File: config.mk
export PLATFORM = sky130hd
export DESIGN_NAME = ahb_sram_slave_flat
export DESIGN_NICKNAME = d
export VERILOG_FILES = /design/src/rtl/ahb_sram_if.sv /design/src/rtl/ahb_sram_slave.sv /design/src/flat_wrapper.sv
export SDC_FILE = /design/constraint.sdc
export NUM_CORES = 1
export LEC_CHECK = 0
export BUFFER_PORTS_ARGS = -buffer_cell sky130_fd_sc_hd__buf_2
export CORE_UTILIZATION = 55
export CTS_CLUSTER_SIZE = 24
export DETAILED_ROUTE_END_ITERATION = 8
export PLACE_DENSITY_LB_ADDON = 0.3
export SYNTH_ARGS = -nofsm -noshare
export SYNTH_HDL_FRONTEND = slang
export SYNTH_SLANG_ARGS = --single-unit
File: constraint.sdc
create_clock -name hclk -period 4.5 [get_ports hclk]
set_clock_uncertainty 0.05 [all_clocks]
set_input_delay 0.45 -clock hclk [delete_from_list [all_inputs] [get_ports hclk]]
set_output_delay 0.45 -clock hclk [all_outputs]
set_load 0.005 [all_outputs]
File: src/rtl/ahb_sram_if.sv
// AHB-Lite bus bundle between the team's AHB master and the SRAM slave.
interface ahb_sram_if;
  logic        hsel;
  logic [31:0] haddr;
  logic        hwrite;
  logic [2:0]  hsize;
  logic [2:0]  hburst;
  logic [1:0]  htrans;
  logic        hready;
  logic [31:0] hwdata;
  logic        hreadyout;
  logic        hresp;
  logic [31:0] hrdata;

  modport master (
    output hsel, haddr, hwrite, hsize, hburst, htrans, hready, hwdata,
    input  hreadyout, hresp, hrdata
  );

  modport slave (
    input  hsel, haddr, hwrite, hsize, hburst, htrans, hready, hwdata,
    output hreadyout, hresp, hrdata
  );
endinterface

File: src/rtl/ahb_sram_slave.sv
// AHB-Lite register-file memory slave with programmable wait states,
// byte/halfword/word writes and two-cycle ERROR on illegal accesses.
module ahb_sram_slave #(
  parameter int ADDR_WIDTH  = 4,
  parameter int WAIT_STATES = 1,
  parameter int USE_HTRANS  = 0
) (
  input logic       hclk,
  input logic       hresetn,
  ahb_sram_if.slave bus
);
  localparam int DEPTH = 2 ** ADDR_WIDTH;
  localparam logic [2:0] WS_LOAD = (WAIT_STATES > 0) ? 3'(WAIT_STATES - 1) : 3'd0;

  typedef enum logic [2:0] {S_IDLE, S_WAIT, S_DATA, S_ERR1, S_ERR2} state_t;

  state_t                state_q;
  logic                  hreadyout_q;
  logic                  hresp_q;
  logic                  write_q;
  logic [2:0]            cnt_q;
  logic [ADDR_WIDTH-1:0] widx_q;
  logic [1:0]            lane_q;
  logic [1:0]            size_q;
  logic [31:0]           mem_q [DEPTH];

  logic        start;
  logic        out_of_range;
  logic        bad_size;
  logic        misaligned;
  logic        illegal;
  logic [3:0]  be_d;
  logic [31:0] wword_d;
  logic        unused_bus;

  assign start        = bus.hsel & bus.hready & hreadyout_q &
                        ((USE_HTRANS == 0) | bus.htrans[1]);
  assign out_of_range = |bus.haddr[31:ADDR_WIDTH+2];
  assign bad_size     = bus.hsize[2] | (&bus.hsize[1:0]);
  assign misaligned   = ((bus.hsize == 3'b001) && bus.haddr[0]) ||
                        ((bus.hsize == 3'b010) && (bus.haddr[1:0] != 2'b00));
  assign illegal      = out_of_range | bad_size | misaligned;
  assign unused_bus   = ^{bus.hburst, bus.htrans[0]};

  // Little-endian lane enables from the captured size and low address bits
  always_comb begin
    be_d    = 4'b1111;
    wword_d = mem_q[widx_q];
    case (size_q)
      2'd0:    be_d = 4'b0001 << lane_q;
      2'd1:    be_d = lane_q[1] ? 4'b1100 : 4'b0011;
      default: be_d = 4'b1111;
    endcase
    for (int b = 0; b < 4; b++) begin
      if (be_d[b]) wword_d[8*b +: 8] = bus.hwdata[8*b +: 8];
    end
  end

  always_ff @(posedge hclk or negedge hresetn) begin
    if (!hresetn) begin
      state_q     <= S_IDLE;
      hreadyout_q <= 1'b1;
      hresp_q     <= 1'b0;
      write_q     <= 1'b0;
      cnt_q       <= 3'd0;
      widx_q      <= '0;
      lane_q      <= 2'd0;
      size_q      <= 2'd0;
      for (int i = 0; i < DEPTH; i++) mem_q[i] <= '0;
    end else begin
      if (state_q == S_DATA && write_q) mem_q[widx_q] <= wword_d;
      case (state_q)
        S_WAIT: begin
          if (cnt_q == 3'd0) begin
            state_q     <= S_DATA;
            hreadyout_q <= 1'b1;
          end else begin
            cnt_q <= cnt_q - 3'd1;
          end
        end
        S_ERR1: begin
          state_q     <= S_ERR2;
          hreadyout_q <= 1'b1;
          hresp_q     <= 1'b1;
        end
        // IDLE, DATA and ERR2 all accept a new (possibly pipelined) start
        default: begin
          if (start) begin
            write_q <= bus.hwrite;
            widx_q  <= bus.haddr[ADDR_WIDTH+1:2];
            lane_q  <= bus.haddr[1:0];
            size_q  <= bus.hsize[1:0];
            if (illegal) begin
              state_q     <= S_ERR1;
              hreadyout_q <= 1'b0;
              hresp_q     <= 1'b1;
            end else if (WAIT_STATES > 0) begin
              state_q     <= S_WAIT;
              hreadyout_q <= 1'b0;
              hresp_q     <= 1'b0;
              cnt_q       <= WS_LOAD;
            end else begin
              state_q     <= S_DATA;
              hreadyout_q <= 1'b1;
              hresp_q     <= 1'b0;
            end
          end else begin
            state_q     <= S_IDLE;
            hreadyout_q <= 1'b1;
            hresp_q     <= 1'b0;
          end
        end
      endcase
    end
  end

  assign bus.hreadyout = hreadyout_q;
  assign bus.hresp     = hresp_q;
  assign bus.hrdata    = (state_q == S_DATA && !write_q) ? mem_q[widx_q] : 32'd0;
endmodule

File: src/flat_wrapper.sv
// flat-port wrapper written by rule: the top's interface ports become plain ports
module ahb_sram_slave_flat 
#(
  parameter int ADDR_WIDTH  = 4,
  parameter int WAIT_STATES = 1,
  parameter int USE_HTRANS  = 0
)
  (hclk, hresetn, bus_hsel, bus_haddr, bus_hwrite, bus_hsize, bus_hburst, bus_htrans, bus_hready, bus_hwdata, bus_hreadyout, bus_hresp, bus_hrdata);
  ahb_sram_if bus_i ();
  input logic hclk;
  input logic hresetn;
  input wire logic [$bits(bus_i.hsel)-1:0] bus_hsel;
  input wire logic [$bits(bus_i.haddr)-1:0] bus_haddr;
  input wire logic [$bits(bus_i.hwrite)-1:0] bus_hwrite;
  input wire logic [$bits(bus_i.hsize)-1:0] bus_hsize;
  input wire logic [$bits(bus_i.hburst)-1:0] bus_hburst;
  input wire logic [$bits(bus_i.htrans)-1:0] bus_htrans;
  input wire logic [$bits(bus_i.hready)-1:0] bus_hready;
  input wire logic [$bits(bus_i.hwdata)-1:0] bus_hwdata;
  output wire logic [$bits(bus_i.hreadyout)-1:0] bus_hreadyout;
  output wire logic [$bits(bus_i.hresp)-1:0] bus_hresp;
  output wire logic [$bits(bus_i.hrdata)-1:0] bus_hrdata;
  assign bus_i.hsel = bus_hsel;
  assign bus_i.haddr = bus_haddr;
  assign bus_i.hwrite = bus_hwrite;
  assign bus_i.hsize = bus_hsize;
  assign bus_i.hburst = bus_hburst;
  assign bus_i.htrans = bus_htrans;
  assign bus_i.hready = bus_hready;
  assign bus_i.hwdata = bus_hwdata;
  assign bus_hreadyout = bus_i.hreadyout;
  assign bus_hresp = bus_i.hresp;
  assign bus_hrdata = bus_i.hrdata;
  ahb_sram_slave #(.ADDR_WIDTH(ADDR_WIDTH), .WAIT_STATES(WAIT_STATES), .USE_HTRANS(USE_HTRANS)) u_core (.hclk(hclk), .hresetn(hresetn), .bus(bus_i));
endmodule
==> out/qor.txt <==
FLOORPLAN
--------------------------------------------------------------------------------
Ports                                                                        111
Number of rows in the core area                                               76
Overall die area                                                      0.0447 mm²
Initial Utilization                                                        55.8%
Placeable core region                                                 0.0432 mm²
Die H                                                                     211 µm
Die Width                                                                 211 µm

PLACED DESIGN
--------------------------------------------------------------------------------
Placement-stage cell area                                             0.0252 mm²
Final weighted congestion of routability-driven global placement           0.866
HPWL Detailed                                                            36.3 mm
Count of buffers from port buffering                                         105

FINAL LAYOUT
--------------------------------------------------------------------------------
Final layout net count                                                     2,260
Relative area change from synthesis to final layout                        11.8%
Share of cells above drive strength 1                                      22.7%
Number of inserted filler cells in the final layout                        3,335
Post-route cell area                                                  0.0269 mm²
Area of the multi-input gates                                         0.0102 mm²
Area taken by flip-flops and latches                                  0.0133 mm²

GLOBAL ROUTING
--------------------------------------------------------------------------------
Total global-route track usage                                             27.6%
Wire length of the first global-routing pass                             95.0 mm
Number of global-route vias before repair                                 17,036
Maximum number of pins on one net before global-route repair                 124
Remaining Overflow, GRT                                                        0
Number of antenna violations at the first check in global routing              1

STA
--------------------------------------------------------------------------------
Minimum clock period after layout                                        3.82 ns
Relative slew margins                                                      21.7%
Max-slew violation count                                                       0
Hold violation count in the final report                                       0
Upper clock frequency limit                                              261 MHz
Fin crit share                                                             85.0%
Final total negative setup slack                                            0 ns
Number of failing setup endpoints in the final timing report                   0
Slew @ Worst Pin                                                         1.17 ns
Setup repair after global routing missed its margin                        false

YOSYS
--------------------------------------------------------------------------------
YS warnings                                                                    0
FFs w/ async S/R, synth                                                     100%
Number of flops mapped to enable cells by yosys                                0
Top_reg_cell synth                                                       dfrtp_1
Share of the yosys chip area belonging to registers                        54.9%
Library cell with the highest instance count after synthesis             dfrtp_1
Netlist cell types                                                            40
Synth top area share                                                       54.8%
Cell type with the highest aggregate area in the netlist                 dfrtp_1
Largest cells by area after synthesis                               dfrtp_1 55%, mux4_2 12%, nand2_1 8.1%
Number of flip-flops and latches in the synthesized netlist                  529
Synthesized area per cell                                               11.3 µm²
Area of the mapped netlist                                            0.0241 mm²
Nets in the synthesized netlist                                            2,216
Most frequent cells after synthesis                                 528 x dfrtp_1, 519 x nand2_1, 292 x o21ai_1
Synthesized instance count                                                 2,137

CLOCKING
--------------------------------------------------------------------------------
CTS clock-pin slew for the worst setup and hold paths                    0.06 ns
CTS sink count                                                               529
TritonCTS clock tree                                                        done
Clock Path Buffers                                                             3
Number of levels in the clock H-tree                                           2
Clock Latency Late Sink                                                  0.58 ns
Number of buffers added by the clock tree synthesis step                      52
Cell at the root of the clock tree                                     clkbuf_16

SETUP PATH
--------------------------------------------------------------------------------
CP arrival                                                               3.32 ns
Data required time at the worst endpoint                                 4.00 ns
Class of the most critical setup path                               flop to output port
Depth of the worst register-to-register path                                   6
Endpoint kind of the worst setup timing path                         output port
Sort of element at the start of the critical path                           flop
Biggest fanout along the worst timing path                                    47

ROUTING
--------------------------------------------------------------------------------
First-pass detailed-route iteration total                                      5
Routed WL                                                                59.0 mm
Post-detailed-route DRC marker count                                           0
Starting DRT DRC Count                                                     1,327
Post-DR vias/cell                                                           6.00
Via Count                                                                 16,845
Wire per inst                                                            21.0 µm
Number of nets still failing antenna checks after routing                      0

MIN PATH
--------------------------------------------------------------------------------
Worst hold-check path type                                          primary input to flop
Hold path depth                                                                2

FLOW RUN
--------------------------------------------------------------------------------
Max Cap Violations                                                             0

POWER AND IR DROP
--------------------------------------------------------------------------------
Total power                                                             0.0194 W
Leak pwr                                                                 11.9 nW
Total power divided by cell area                                      719 mW/mm²
Max rail drop VDD                                                         397 µV

RUN STATUS
--------------------------------------------------------------------------------
Run status                                                          finished, final reports clean

[final cells by class]
cell class | instances | share of cell area, %
sequential | 529 | 49.2
multi-input combinational | 1446 | 38.0
clock buffer | 84 | 5.88
timing repair buffer | 149 | 3.64
tap | 585 | 2.72
clock inverter | 10 | 0.511
inverter | 3 | 0.0418
antenna | 1 | 0.00929
[cells in the final DEF, fill, tap and decap left out, types with 31 or more instances in the layout]
cell type,instances
mux2_2,73
nor2b_1,36
nand2_1,519
clkbuf_16,53
dfrtp_1,524
o21ai_1,292
buf_2,104
o22ai_2,32
o21ai_0,229
mux4_2,128
a31o_1,31
buf_4,34
[logic make-up (layout without fill, tap and decap cells)]
group	count (synthesis)	after routing	synth area share (%)
other cells	0	1	0
simple gates	600	600	10.3
compound gates	642	642	16.4
buf+inv	162	246	2.90
mux	201	201	15.4
xor+xnor	1	1	0.0363
fa+ha+maj	2	2	0.104
flops	529	529	54.9
[critical path: stages (launching register included)]
cell and delay (ns):
dfrtp_4 0.89, buf_12 0.43, mux4_2 0.57, mux2_2 0.31, nor2b_1 0.16, a31o_1 0.22, buf_2 0.13
[per-stage QoR]
step                cells  util, %  hold slack, ns  worst slack (ns)
detailed placement   2711     58.4           0.415              1.25
global placement     2711     58.4           0.406              1.27
floorplan            2137        -           0.104              2.02
finish               2807     62.4          0.0626             0.675
global route         2807     62.4          0.0537             0.517
CTS                  2806     62.4          0.0456             0.638
[power breakdown]
group	leakage, nW	internal [W]	switching (W)
combinational	5.99	0.00319	0.00376
sequential	5.06	0.00667	0.00138
clock	0.837	0.00257	0.00180
[worst paths after layout]
path	from	endpoint	slack (ns)
worst max-delay path	u_core.widx_q[1]$_DFFE_PN0P_	bus_hrdata[17]	0.68
worst min-delay path	bus_hwrite	u_core.write_q$_DFFE_PN0P_	0.06
worst max register to register	u_core.widx_q[1]$_DFFE_PN0P_	u_core.mem_q[441]$_DFFE_PN0P_	1.29
worst min register to register	u_core.mem_q[80]$_DFFE_PN0P_	u_core.mem_q[80]$_DFFE_PN0P_	0.43
max in group asynchronous	hresetn	u_core.mem_q[482]$_DFFE_PN0P_	2.78
min in group asynchronous	hresetn	u_core.mem_q[377]$_DFFE_PN0P_	0.52
[layer usage]
layer	global-route usage, %	up-vias	routed length [µm]
met4	8.67	0	1600
li1	-	7728	-
met5	0	-	0
met3	3.96	100	3300
met1	39.3	8557	25500
met2	44.2	460	28600
[flip-flops by register name (all words and copies together), names as in the netlist, 2 cells and up]
name	count
u_core.lane_q	2
u_core.state_q	3
u_core.mem_q	512
u_core.widx_q	4
u_core.size_q	2
u_core.cnt_q	3
[what timing repair did]
action	4_1_cts	5_1_grt
hold buffers	1	0
gates resized for setup	0	0
setup endpoints to repair	0	0
hold endpoints to repair	8	0
buffers inserted	0	0
No activity file was read; power rests on OpenSTA's default activity.
